==> src/rtl/strand_wake_controller.sv <==
// rtl/strand_wake_controller.sv - per-strand sleep/wake scheduler downstream of writeback
//
// Tracks each hardware strand as RUNNING, SUSPENDED (waiting on a fill) or
// BACKOFF (linear retry backoff after load collisions). It drives the issue
// ready mask and forwards a registered rollback command to the pipeline front.
//
// Optional feature macro: STRAND_WAKE_PERF_EN (adds performance event pulses).
//
// Ports:
//   clk                      clock
//   reset                    asynchronous active-high reset
//   wb_rollback_request      writeback requests rollback of wb_strand
//   wb_rollback_pc           restart PC for the rollback
//   wb_suspend_request       rollback is a miss/stall; strand sleeps until resumed
//   wb_retry                 rollback is a load collision; strand backs off
//   wb_strand                strand owning the writeback instruction
//   resume_strands           wake mask from dcache / store buffer fills
//   strand_enable            control-register strand enable mask
//   strand_ready             strands eligible for issue (combinational)
//   rollback_en              registered rollback command valid
//   rollback_strand          strand to roll back
//   rollback_pc              PC to restart at
//   strand_sleeping          strands currently SUSPENDED
//   pc_event_strand_suspend  (STRAND_WAKE_PERF_EN) pulse per SUSPENDED entry
//   pc_event_retry_backoff   (STRAND_WAKE_PERF_EN) pulse per BACKOFF entry

module strand_wake_controller #(
  parameter int NUM_STRANDS        = 4,
  parameter int STRAND_INDEX_WIDTH = 2,
  parameter int MAX_BACKOFF        = 7
) (
  input  logic                          clk,
  input  logic                          reset,
  input  logic                          wb_rollback_request,
  input  logic [31:0]                   wb_rollback_pc,
  input  logic                          wb_suspend_request,
  input  logic                          wb_retry,
  input  logic [STRAND_INDEX_WIDTH-1:0] wb_strand,
  input  logic [NUM_STRANDS-1:0]        resume_strands,
  input  logic [NUM_STRANDS-1:0]        strand_enable,
  output logic [NUM_STRANDS-1:0]        strand_ready,
  output logic                          rollback_en,
  output logic [STRAND_INDEX_WIDTH-1:0] rollback_strand,
  output logic [31:0]                   rollback_pc,
  output logic [NUM_STRANDS-1:0]        strand_sleeping
`ifdef STRAND_WAKE_PERF_EN
  ,
  output logic                          pc_event_strand_suspend,
  output logic                          pc_event_retry_backoff
`endif
);

  localparam int CNT_W = 3;
  localparam logic [CNT_W-1:0] MAX_CNT = CNT_W'(MAX_BACKOFF);

  typedef enum logic [1:0] {
    ST_RUNNING   = 2'd0,
    ST_SUSPENDED = 2'd1,
    ST_BACKOFF   = 2'd2
  } strand_state_t;

  strand_state_t    state_q     [NUM_STRANDS];
  logic [CNT_W-1:0] backoff_cnt [NUM_STRANDS];
  logic [CNT_W-1:0] retry_cnt   [NUM_STRANDS];

  logic [NUM_STRANDS-1:0] event_hit;

  // Saturating increment; used both for the backoff load (retry_count+1)
  // and for advancing retry_count, so both cap at MAX_BACKOFF.
  function automatic logic [CNT_W-1:0] sat_inc(input logic [CNT_W-1:0] v);
    if (v >= MAX_CNT) begin
      return MAX_CNT;
    end
    return v + 1'b1;
  endfunction

  always_comb begin
    event_hit = '0;
    for (int s = 0; s < NUM_STRANDS; s++) begin
      event_hit[s] = wb_rollback_request && (wb_strand == STRAND_INDEX_WIDTH'(s));
    end
  end

  always_ff @(posedge clk or posedge reset) begin
    if (reset) begin
      rollback_en     <= 1'b0;
      rollback_strand <= '0;
      rollback_pc     <= '0;
      for (int s = 0; s < NUM_STRANDS; s++) begin
        state_q[s]     <= ST_RUNNING;
        backoff_cnt[s] <= '0;
        retry_cnt[s]   <= '0;
      end
    end else begin
      // Rollbacks are always forwarded, whatever state the strand is in.
      rollback_en <= wb_rollback_request;
      if (wb_rollback_request) begin
        rollback_strand <= wb_strand;
        rollback_pc     <= wb_rollback_pc;
      end

      for (int s = 0; s < NUM_STRANDS; s++) begin
        if (!strand_enable[s]) begin
          // A disabled strand is parked as RUNNING with clean counters so
          // re-enabling it makes it issue-ready without needing a resume.
          state_q[s]     <= ST_RUNNING;
          backoff_cnt[s] <= '0;
          retry_cnt[s]   <= '0;
        end else begin
          case (state_q[s])
            ST_RUNNING: begin
              if (event_hit[s]) begin
                if (wb_suspend_request) begin
                  retry_cnt[s] <= '0;
                  // A fill arriving in the same cycle beats the sleep.
                  if (!resume_strands[s]) begin
                    state_q[s] <= ST_SUSPENDED;
                  end
                end else if (wb_retry) begin
                  state_q[s]     <= ST_BACKOFF;
                  backoff_cnt[s] <= sat_inc(retry_cnt[s]);
                  retry_cnt[s]   <= sat_inc(retry_cnt[s]);
                end else begin
                  retry_cnt[s] <= '0;
                end
              end
            end
            ST_SUSPENDED: begin
              if (resume_strands[s]) begin
                state_q[s]   <= ST_RUNNING;
                retry_cnt[s] <= '0;
              end
            end
            ST_BACKOFF: begin
              // Load N leaves the strand not-ready for exactly N cycles.
              if (backoff_cnt[s] <= 1) begin
                state_q[s]     <= ST_RUNNING;
                backoff_cnt[s] <= '0;
              end else begin
                backoff_cnt[s] <= backoff_cnt[s] - 1'b1;
              end
            end
            default: begin
              state_q[s]     <= ST_RUNNING;
              backoff_cnt[s] <= '0;
              retry_cnt[s]   <= '0;
            end
          endcase
        end
      end
    end
  end

  always_comb begin
    strand_ready    = '0;
    strand_sleeping = '0;
    for (int s = 0; s < NUM_STRANDS; s++) begin
      strand_ready[s]    = strand_enable[s] && (state_q[s] == ST_RUNNING);
      strand_sleeping[s] = (state_q[s] == ST_SUSPENDED);
    end
  end

`ifdef STRAND_WAKE_PERF_EN
  logic [NUM_STRANDS-1:0] enter_suspend;
  logic [NUM_STRANDS-1:0] enter_backoff;

  // Mirrors the RUNNING-state transitions above so each pulse lines up
  // with the cycle the strand is first seen in its new state.
  always_comb begin
    enter_suspend = '0;
    enter_backoff = '0;
    for (int s = 0; s < NUM_STRANDS; s++) begin
      if (strand_enable[s] && (state_q[s] == ST_RUNNING) && event_hit[s]) begin
        enter_suspend[s] = wb_suspend_request && !resume_strands[s];
        enter_backoff[s] = !wb_suspend_request && wb_retry;
      end
    end
  end

  always_ff @(posedge clk or posedge reset) begin
    if (reset) begin
      pc_event_strand_suspend <= 1'b0;
      pc_event_retry_backoff  <= 1'b0;
    end else begin
      pc_event_strand_suspend <= |enter_suspend;
      pc_event_retry_backoff  <= |enter_backoff;
    end
  end
`endif

endmodule

==> config.mk <==
export PLATFORM = sky130hd
export DESIGN_NAME = strand_wake_controller
export DESIGN_NICKNAME = d
export VERILOG_FILES = /design/src/rtl/strand_wake_controller.sv
export SDC_FILE = /design/constraint.sdc
export NUM_CORES = 1
export LEC_CHECK = 0
export CORE_UTILIZATION = 40
export DETAILED_ROUTE_END_ITERATION = 7
export PLACE_DENSITY = 0.64
export SYNTH_ARGS = -nofsm -noshare
export SYNTH_HDL_FRONTEND = slang
export SYNTH_SLANG_ARGS = --single-unit
==> constraint.sdc <==
create_clock -name clk -period 3 [get_ports clk]
set_input_delay 0.3 -clock clk [delete_from_list [all_inputs] [get_ports clk]]
set_output_delay 0.3 -clock clk [all_outputs]
set_load 0.02 [all_outputs]
Word level (Yosys, flattened, before mapping)
Index checks and enable logic that the tools add are counted.
{"block": "classes", "add_sub_neg": 8, "magnitude_cmp": 8, "mux": 109, "n_eq_ne": 47, "reduce_logical": 25}
{"op": "two-way mux 3 bit", "count": 48}
{"op": "one-hot mux 3 bit (3 select lines)", "count": 8}
{"op": "inequality test 3 bit, second input constant", "count": 20}
{"op": "two-way mux 2 bit", "count": 25}
{"op": "inequality test 4 bit, second input constant", "count": 8}
{"op": "two-way mux 1 bit", "count": 24}
{"op": "one-hot mux 2 bit (3 select lines)", "count": 4}
{"op": "AND reduction 5 bit", "count": 4}
{"op": "inequality test 2 bit, second input constant", "count": 8}
{"op": "AND reduction 4 bit", "count": 4}
{"op": "adder 3 x 1 -> 3 bit, second input constant", "count": 4}
{"op": "equality test 2 bit, second input constant", "count": 6}
{"op": "greater-or-equal comparator 3 bit, second input constant", "count": 4}
{"op": "less-or-equal comparator 3 x 1 -> 1 bit, second input constant", "count": 4}
{"op": "AND reduction 3 bit", "count": 4}
{"op": "subtractor 3 x 1 -> 3 bit, second input constant", "count": 4}
{"op": "equality test 2 x 1 -> 1 bit, second input constant", "count": 5}
{"op": "zero test 2 bit", "count": 5}
{"op": "logical AND 1 bit", "count": 8}
{"block": "word_totals", "elab_cells": 212, "ff_bits": 67, "input_bits": 47, "output_inout_bits": 43}

Logic depth before layout (Yosys ltp)
Gate-level depths: netlist of run 1.
{"block": "logic_depth", "ltp_word": 13, "mapped_depth": 6, "mapped_depth_nobuf": 6}

Worst setup path before layout of run 1
OpenSTA, ideal clock, no wires.
{"block": "synth_timing", "kind": "register to register", "startpoint": "register retry_cnt[0] in the netlist's numbering", "endpoint": "register backoff_cnt[1] in the netlist's numbering", "path_buffers": 0, "period_less_slack_ps": 1539, "arrival_time_ps": 1415, "path_stages_with_launch": 6, "required_time_ps": 2876, "setup_ps": 124, "path_slack_ps": 1461, "path_cell_list": "dfrtp_1 ha_1 ha_1 a311oi_1 nor3_1 a211o_1"}
{"block": "synth_between", "elab_chain_len": 13, "elab_cells_between_ends": 14, "cone_classes": "add/sub (1); order compare (1); mux (12)"}
{"item": "start, declared", "line_no": "64", "text": "logic [CNT_W-1:0] retry_cnt [NUM_STRANDS];"}
{"item": "start signal, assigned by index", "line_no": "122", "text": "retry_cnt[s] <= sat_inc(retry_cnt[s]);"}
{"item": "greater-or-equal comparator 3 bit", "line_no": "71", "text": "if (v >= MAX_CNT) begin"}
{"item": "two-way mux 1 bit", "line_no": "71"}
{"item": "two-way mux 1 bit", "line_no": "119", "text": "end else if (wb_retry) begin"}
{"item": "two-way mux 1 bit", "line_no": "113", "text": "if (wb_suspend_request) begin"}
{"item": "two-way mux 1 bit", "line_no": "112", "text": "if (event_hit[s]) begin"}
{"item": "two-way mux 1 bit", "line_no": "110", "text": "case (state_q[s])"}
{"item": "two-way mux 1 bit", "line_no": "103", "text": "if (!strand_enable[s]) begin"}
{"item": "two-way mux 3 bit *", "line_no": "74", "text": "return v + 1'b1;"}
{"item": "two-way mux 3 bit *", "line_no": "119"}
{"item": "two-way mux 3 bit *", "line_no": "113"}
{"item": "two-way mux 3 bit *", "line_no": "112"}
{"item": "one-hot mux 3 bit (3 select lines) *", "line_no": "110"}
{"item": "two-way mux 3 bit *", "line_no": "103"}
{"item": "end signal, assigned by index", "line_no": "121", "text": "backoff_cnt[s] <= sat_inc(retry_cnt[s]);"}
{"item": "end signal, assigned by index", "line_no": "140", "text": "backoff_cnt[s] <= backoff_cnt[s] - 1'b1;"}
{"item": "end, declared", "line_no": "63", "text": "logic [CNT_W-1:0] backoff_cnt [NUM_STRANDS];"}
Mark *: on every way between the ends. The rest lies on a longest branch, timed or not. The select of a mux whose other input is x is not followed.
A chain may end at the register's enable or synchronous reset.

Worst setup path in the final report of run 1
{"block": "layout_timing", "startpoint": "input strand_enable[2]", "endpoint": "output strand_ready[2]"}
{"block": "layout_between", "elab_chain_len": 1}
{"item": "start, declared", "line_no": "40", "text": "input logic [NUM_STRANDS-1:0] strand_enable,"}
{"item": "logical AND 1 bit", "line_no": "158", "text": "strand_ready[s] = strand_enable[s] && (state_q[s] == ST_RUNNING);"}
{"item": "end, declared", "line_no": "41", "text": "output logic [NUM_STRANDS-1:0] strand_ready,"}
Every way passes these cells.

==> results of run 1 <==
## final cells by class
class	instances	share of cell area
repair buffers	91	0.197
clock inverters	6	0.0248
flip-flops and latches	67	0.362
clock buffers	9	0.0267
multi-input cells	209	0.345
inverters	20	0.0162
well taps	105	0.0283
## worst min-delay path by stage
stage,startpoint,to,slack [ps],cells after the start
2_1_floorplan,wb_rollback_request,rollback_en,330,0
3_3_place_gp,rollback_pc[9],rollback_pc[9],490,1
3_5_place_dp,rollback_pc[6],rollback_pc[6],490,1
4_1_cts,wb_rollback_request,rollback_en,180,1
5_1_grt,wb_rollback_request,rollback_en,190,1
6_report,wb_rollback_request,rollback_en,190,1
## state kept, by name (all words and copies together), names as in the netlist
signal / cells
backoff_cnt: 12
retry_cnt: 12
rollback_en: 1
rollback_pc: 32
rollback_strand: 2
state_q: 8
## worst reg2reg max path, delay by kind of cell, from the launching register on
kind	cells	cell delay, ps
compound gates	2	650
flops	1	430
fa+ha+maj	2	430
simple gates	1	110
## synth_stat cells, types with 3 or more instances
| cell | instances | share of area |
|---|---|---|
| a311oi_1 | 8 | 0.021 |
| mux2_2 | 33 | 0.11 |
| buf_2 | 7 | 0.010 |
| or3_1 | 3 | 0.0055 |
| mux2i_1 | 4 | 0.012 |
| o21ai_1 | 6 | 0.0088 |
| a31oi_1 | 4 | 0.0073 |
| ha_1 | 14 | 0.051 |
| nand3b_1 | 3 | 0.0066 |
| nand3_1 | 14 | 0.021 |
| dfrtp_1 | 67 | 0.49 |
| o311a_1 | 3 | 0.0088 |
| o31ai_1 | 3 | 0.0066 |
| nand2_1 | 10 | 0.011 |
| a211o_1 | 3 | 0.0077 |
| o211ai_1 | 5 | 0.011 |
| a21oi_1 | 5 | 0.0073 |
| nor2b_1 | 8 | 0.015 |
| nand2b_1 | 9 | 0.017 |
| nor3_1 | 14 | 0.021 |
| inv_1 | 20 | 0.022 |
| o21ai_0 | 11 | 0.016 |
| nor2_1 | 15 | 0.017 |
## cell usage in the layout, fill, tap and decap left out, types with 9 or more instances in the layout
cell / Yosys / layout
inv_1: 20 / 19
clkbuf_8: 0 / 9
nor2_1: 15 / 15
dfrtp_1: 67 / 67
mux2_2: 33 / 33
o21ai_0: 11 / 11
nand2_1: 10 / 10
nand3_1: 14 / 14
nand2b_1: 9 / 9
ha_1: 14 / 14
clkdlybuf4s50_1: 0 / 88
nor3_1: 14 / 14
## cell families after synthesis
logic type,after synthesis,share of synthesized area
mux,37,0.121
compound gates,68,0.145
simple gates,90,0.152
flops,67,0.491
buf+inv,31,0.0400
fa+ha+maj,14,0.0513
## metal layers
metal / wire (um) / GRT usage / vias up
met4: 163 / 0.0936 / 0
met2: 3750 / 0.288 / 69
met1: 3530 / 0.247 / 1336
met3: 303 / 0.0290 / 14
met5: 0 / 0 / -
li1: - / - / 1320
## where the power goes
part / switching, mW / total, mW / leakage [nW] / internal (mW)
clock: 0.357 / 0.907 / 0.115 / 0.550
sequential: 0.0318 / 0.989 / 0.852 / 0.957
combinational: 0.190 / 0.401 / 0.974 / 0.211
total: 0.579 / 2.30 / 1.94 / 1.72
## metrics by stage
step	hold WS (ps)	power, mW
floorplan	331	1.21
global placement	488	1.40
detailed placement	494	1.41
CTS	179	2.32
global route	189	2.40
finish	194	2.30
==> flow_summary.yaml, run 1 <==
placed_design:
  gp_routability_congestion: 0.841
  hpwl_um: 5540
  place_ws_ps: 825
  place_area_sq_mm: 0.00440
  dp.cells: 492
  portBuffers: 89
routing:
  drtAntennaViolNets: 0
  vias: 2739
  remaining_drc_errors: 0
  drt_iter0_markers: 111
  drt_pass1_iterations: 4
  routed_wl_um: 7740
  routed_via_density: 5.40
  wl_per_cell_um: 15.3
critical_path:
  cp_max_fo: 10
  slowest_delay_ps: 680
  start_kind: "primary input"
  ff2ff_path_depth: 5
  r2r_end: "backoff_cnt[1]"
  path_delay_family: "buffers and inverters"
  critPathCapture: "strand_ready[2]"
  crit_path_start: "strand_enable[2]"
  slowest_stage: "clkdlybuf4s50_1"
  cp_common_cell: "clkdlybuf4s50_1"
  path_class: "primary input to output pin"
  cp-end-kind: "output pin"
  cp_cell_sequence: "clkdlybuf4s50_1, inv_1, nor3_1, clkdlybuf4s50_1"
  crit_buf_inv: 3
  required_ps: 2700
  critPathArrivalTime_ps: 1890
  r2r_slack_ps: 1280
  rr_startpoint: "retry_cnt[0]"
  crit_cells: 4
synth:
  syn_nets: 368
  ys_seq_area_frac: 0.491
  synth-async-reset-ratio: 1.00
  ys_types: 55
  ys_ff_latch: 67
  syn_area_sq_mm: 0.00341
  synth_edf_count: 0
  synthCells: 307
  yosysWarnings: 0
  synthFlopType: "dfrtp_1"
  synth.avg_cell_area_sq_um: 11.1
layout:
  design_area_sq_mm: 0.00463
  instances_no_fill: 507
  ff_latch_area_sq_mm: 0.00168
  fin_nets: 459
  layout-drive-gt1-share: 0.149
  antenna_cells: 0
  finalCoreUtilization: 0.564
  fillers: 709
  multi_input_area_sq_mm: 0.00160
  area_delta_synth_final_pct: 35.8
floorplanning:
  die_h_um: 94.4
  die_w_um: 94.4
  core_area_sq_mm: 0.00822
  start_util: 0.415
  dieArea_sq_mm: 0.00890
  rows: 33
  io-pin-count: 90
pwr:
  power_density_mw_per_mm2: 496
  ir_drop_mv: 0.290
  p_leak_nw: 1.94
hold_path:
  hold_class: "primary input to flop"
clock_tree:
  clk_pin_slew_ps: 70
  cts_tree: "done"
  cts_hold_buf: 0
  htreeDepth: 3
  clk_latency_ps: 350
  cts_resized: 0
  clock_sinks: 67
  cts_setup_buffers: 0
  root_buffer: "clkbuf_8"
  clock_path_buffers: 2
  cts_buffers: 9
timing:
  final_hold_viol_count: 0
  slew_headroom: 0.519
  fmax_mhz: 456
  period_share: 0.730
  rsz0062_at_grt: "false"
  setup-violations-final: 0
  tns_ps: 0
  tightestPinTransition_ps: 720
  setup_slack_ps: 809
  min_period_ps: 2190
  slew_viol_final: 0
  fin_skew_ps: 8.88
flow_run:
  drv_cap: 0
global_routing:
  antenna_found_initial: 0
  first_global_vias: 2623
  track_usage: 0.184
  grt_first_pass_wirelength_um: 12500
  grt.overflow.total: 0
  grt_max_degree: 36
status:
  status: "finished clean"
Note: power is estimated with default switching activity, not from simulation.
==> run 2: changes to the inputs <==
--- a/config.mk
+++ b/config.mk
@@ -7,7 +7,7 @@
 export LEC_CHECK = 0
 export CORE_UTILIZATION = 40
 export DETAILED_ROUTE_END_ITERATION = 7
-export PLACE_DENSITY = 0.64
+export PLACE_DENSITY = 0.66
 export SYNTH_ARGS = -nofsm -noshare
 export SYNTH_HDL_FRONTEND = slang
 export SYNTH_SLANG_ARGS = --single-unit
==> constraint.sdc (replaced) <==
create_clock -name clk -period 1.97 [get_ports clk]
set_input_delay 0.197 -clock clk [delete_from_list [all_inputs] [get_ports clk]]
set_output_delay 0.197 -clock clk [all_outputs]
set_load 0.02 [all_outputs]
==> run 2 against run 1 <==
Register-to-register slack got worse by 1100 ps; critical path depth fell by 2; power grew 48%; setup slack worse by 720 ps; via count is 0.47% lower; largest power group unchanged; die area did not move; first-iteration DRC count fell by 0.90%; sequential share of layout area decreased by 0.63 points; routed wire length hardly changed; critical path type is now flop to output pin; non-clock buffer count grew 11; hold slack got worse by 110 ps.
==> flow_summary.yaml, run 2 (synthesis results as in run 1) <==
status:
  status: "finished clean"
routing:
  routed_wl_um: 7750
  remaining_drc_errors: 0
  drt_iter0_markers: 110
  vias: 2726
  drt_pass1_iterations: 4
  drtAntennaViolNets: 0
  wl_per_cell_um: 14.9
  routed_via_density: 5.25
global_routing:
  grtUsageMet2: 0.306
  busiest_layer: "met2"
  grt_first_pass_wirelength_um: 12900
  grtUsageMet1: 0.249
  first_global_vias: 2710
  grt.met3_usage: 0.0346
  antenna_found_initial: 0
  grt.overflow.total: 0
  track_usage: 0.191
  grt_max_degree: 35
timing:
  setup-violations-final: 0
  tns_ps: 0
  hold_slack_ps: 81.5
  period_share: 0.957
  final_hold_viol_count: 0
  slew_headroom: 0.696
  fmax_mhz: 531
  rsz0062_at_grt: "false"
  tightestPinTransition_ps: 456
  setup_slack_ps: 85.5
  slew_viol_final: 0
  min_period_ps: 1880
  fin_skew_ps: 9.77
pwr:
  ir_drop_mv: 0.489
  power_density_mw_per_mm2: 720
  p_leak_nw: 2.02
layout:
  layout_common_cells: "84 x clkdlybuf4s50_1, 67 x dfrtp_1, 33 x mux2_2"
  fin_nets: 470
  largest-register: "rollback_pc"
  reg.largest.list: "rollback_pc (32), backoff_cnt (12), retry_cnt (12)"
  finalCoreUtilization: 0.574
  design_area_sq_mm: 0.00472
  largest_reg_flops: 32
  area_delta_synth_final_pct: 38.2
  final_common_cell: "clkdlybuf4s50_1"
  layout-drive-gt1-share: 0.174
  antenna_cells: 0
critical_path:
  r2r_slack_ps: 200
  cp_max_fo: 12
  required_ps: 1770
  rr_startpoint: "retry_cnt[0]"
  cp-end-kind: "output pin"
  critPathArrivalTime_ps: 1690
  ff2ff_path_depth: 5
  path_class: "flop to output pin"
  r2r_end: "backoff_cnt[1]"
  start_kind: "flop"
flow_run:
  drv_cap: 0
clock_tree:
  clk_latency_ps: 350
  clock_sinks: 67
  root_buffer: "clkbuf_8"
  cts_tree: "done"
  htreeDepth: 3
  cts_hold_buf: 0
  cts_buffers: 9
  clk_pin_slew_ps: 70
  clock_path_buffers: 2
hold_path:
  min_from: "wb_rollback_request"
  hold_class: "primary input to flop"
  worstHoldEndpoint: "rollback_en"
  hold-path-cell-count: 1
floorplanning:
  core_area_sq_mm: 0.00822
  start_util: 0.415
  die_h_um: 94.4
  io-pin-count: 90
  dieArea_sq_mm: 0.00890
  die_w_um: 94.4
  rows: 33
placed_design:
  hpwl_um: 5740
  place_ws_ps: 17.1
  place_area_sq_mm: 0.00449
  portBuffers: 89
  gp_routability_congestion: 0.822
## run 2: worst max-delay path by stage
stage | cells past startpoint | to | from | slack [ps]
after floorplan | 1 | backoff_cnt[0] | reset | 90
after global placement | 5 | retry_cnt[4] | wb_strand[0] | -60
after detailed placement | 5 | retry_cnt[4] | wb_strand[0] | 20
after CTS | 3 | strand_ready[1] | state_q[5] | 30
after global routing | 2 | strand_sleeping[2] | state_q[3] | 9
final | 2 | strand_sleeping[2] | state_q[3] | 90
## run 2: metal layers
layer,routed length [um],vias to the layer above,part of all wire
met5,0,-,0
met4,188,0,0.024
met3,261,13,0.034
met2,3760,60,0.48
met1,3540,1312,0.46
li1,-,1341,-
## run 2: per-stage QoR
| step | cells | power [mW] |
|---|---|---|
| floorplan | 307 | 1.84 |
| global placement | 503 | 2.16 |
| detailed placement | 503 | 2.17 |
| CTS | 519 | 3.44 |
| global route | 519 | 3.56 |
| finish | 519 | 3.40 |
## run 2: critical path, cell delays in order (launching register included)
cell and delay, ps:
dfrtp_1 520, nor2b_2 200, clkdlybuf4s50_1 620
## run 2: area by class of cell
cell class / count / area [sq um]
clock buffer: 10 / 128
clock inverter: 6 / 90.1
inverter: 20 / 75.1
timing repair buffer: 102 / 1010
sequential: 67 / 1680
tap: 105 / 131
multi-input combinational: 209 / 1600
fill: 741 / 3500
## run 2: power breakdown
part           switching [mW]  internal, mW
Clock                   0.546         0.715
Combinational           0.293         0.335
Sequential             0.0481          1.46
## run 2: timing repair
item / in CTS / in global routing
buffers inserted: 0 / 0
endpoints found under the setup margin: 1 / 4
resized for setup: 1 / 4
==> run 3: changes to the inputs <==
--- a/config.mk
+++ b/config.mk
@@ -8,6 +8,7 @@
 export CORE_UTILIZATION = 40
 export DETAILED_ROUTE_END_ITERATION = 7
 export PLACE_DENSITY = 0.66
+export RECOVER_POWER = 100
 export SYNTH_ARGS = -nofsm -noshare
 export SYNTH_HDL_FRONTEND = slang
 export SYNTH_SLANG_ARGS = --single-unit
==> run 3 against run 2 <==
Routed wire length is 0.76% higher; clock skew is 3.7 ps higher; largest power group unchanged; combinational power is 6.7% lower; global-route usage stayed put; sequential share of layout area is 0.57 points higher; first-iteration DRC count is 16% higher; hold slack better by 91 ps; register-to-register slack hardly changed; setup slack worse by 2.3 ps; non-clock buffer count stayed put; sequential power hardly changed; largest cell class unchanged.
==> flow_summary.yaml, run 3 (synthesis results as in run 1) <==
status:
  status: "finished clean"
floorplanning:
  rows: 33
  start_util: 0.415
  dieArea_sq_mm: 0.00890
  die_w_um: 94.4
  core_area_sq_mm: 0.00822
  die_h_um: 94.4
  io-pin-count: 90
layout:
  largest_reg_flops: 32
  instances_no_fill: 519
  final_common_cell: "dfrtp_1"
  reg.largest.list: "rollback_pc (32), backoff_cnt (12), retry_cnt (12)"
  area_delta_synth_final_pct: 36.1
  layout-drive-gt1-share: 0.167
  finalCoreUtilization: 0.565
  antenna_cells: 0
  largest-register: "rollback_pc"
  fin_nets: 470
  layout_common_cells: "67 x dfrtp_1, 46 x clkdlybuf4s50_1, 38 x dlygate4sd3_1"
critical_path:
  required_ps: 1770
  cp-end-kind: "output pin"
  cp_max_fo: 12
  start_kind: "flop"
  crit_path_start: "state_q[3]"
  path_class: "flop to output pin"
  rr_startpoint: "retry_cnt[0]"
  critPathArrivalTime_ps: 1690
routing:
  drt_iter0_markers: 128
  drtAntennaViolNets: 0
  vias: 2731
  remaining_drc_errors: 0
  wl_per_cell_um: 15.0
  routed_via_density: 5.26
  routed_wl_um: 7810
  drt_pass1_iterations: 4
pwr:
  p_leak_nw: 1.98
  power_density_mw_per_mm2: 722
  ir_drop_mv: 0.489
global_routing:
  track_usage: 0.191
  antenna_found_initial: 0
  grt.overflow.total: 0
  first_global_vias: 2710
  grt_first_pass_wirelength_um: 12900
  grt_max_degree: 35
placed_design:
  hpwl_um: 5740
  dp.cells: 503
  portBuffers: 89
  gp_routability_congestion: 0.822
clock_tree:
  cts_tree: "done"
  cts_resized: 1
  root_buffer: "clkbuf_8"
  cts_setup_buffers: 0
  clock_path_buffers: 2
  htreeDepth: 3
  cts_buffers: 9
  cts_hold_buf: 0
  clock_sinks: 67
  clk_latency_ps: 350
  clk_pin_slew_ps: 70
timing:
  period_share: 0.958
  slew_viol_final: 0
  final_hold_viol_count: 0
  setup-violations-final: 0
  fmax_mhz: 530
  tightestPinTransition_ps: 844
  fin_skew_ps: 13.4
  slew_headroom: 0.437
  tns_ps: 0
  rsz0062_at_grt: "false"
  min_period_ps: 1890
flow_run:
  drv_cap: 0
hold_path:
  min_from: "wb_rollback_request"
  hold_class: "primary input to flop"
-- run 3: changes by cell type in the layout (fill, tap and decap cells not counted), moves of 2 or more --
| cell | change |
|---|---|
| dlymetal6s2s_1 | -3 |
| clkbuf_2 | +3 |
| o21ai_1 | -3 |
| dlygate4sd3_1 | +38 |
| clkdlybuf4s50_1 | -38 |
| clkbuf_1 | +4 |
| buf_12 | -2 |
| o21ai_0 | +3 |
-- run 3: layout make-up --
class,count,area (sq um)
clock inverter,6,90.1
multi-input combinational,209,1590
timing repair buffer,102,955
tap,105,131
sequential,67,1680
inverter,20,75.1
fill,752,3570
clock buffer,10,128
-- run 3: metrics by stage --
step / cell area (sq um) / hold slack (ps) / total power, mW / setup WS (ps)
finish: 4640 / 173 / 3.35 / 83.2
floorplan: 3410 / 228 / 1.84 / 89.8
global placement: 4490 / 442 / 2.16 / -57.9
detailed placement: 4490 / 442 / 2.17 / 17.1
CTS: 4710 / 67.2 / 3.44 / 34.3
global route: 4640 / 217 / 3.51 / 8.62
-- run 3: critical path, cell delays in order (launching register included) --
cell,delay [ps]
dfrtp_1,520
nor2b_2,200
clkdlybuf4s50_1,620
-- run 3: metal layers --
metal,GRT usage,vias up,routed length [um]
met5,0,-,0
met3,0.0346,11,269
met4,0.0936,0,166
met1,0.249,1331,3570
met2,0.306,53,3800
li1,-,1336,-
-- run 3: final timing paths --
path / slack [ps] / to / depth (start not counted)
min: 170 / rollback_en / 1
min reg2reg: 500 / rollback_pc[10] / 1
max reg2reg: 200 / backoff_cnt[1] / 5
max in group asynchronous: 460 / retry_cnt[7] / 3
min in group asynchronous: 390 / rollback_pc[23] / 2
max: 80 / strand_sleeping[2] / 2
-- run 3: where the power goes --
part	leakage [nW]	internal [mW]	switching, mW
Combinational	1.03	0.296	0.290
Clock	0.106	0.715	0.550
Sequential	0.852	1.46	0.0448
Total	1.98	2.47	0.885
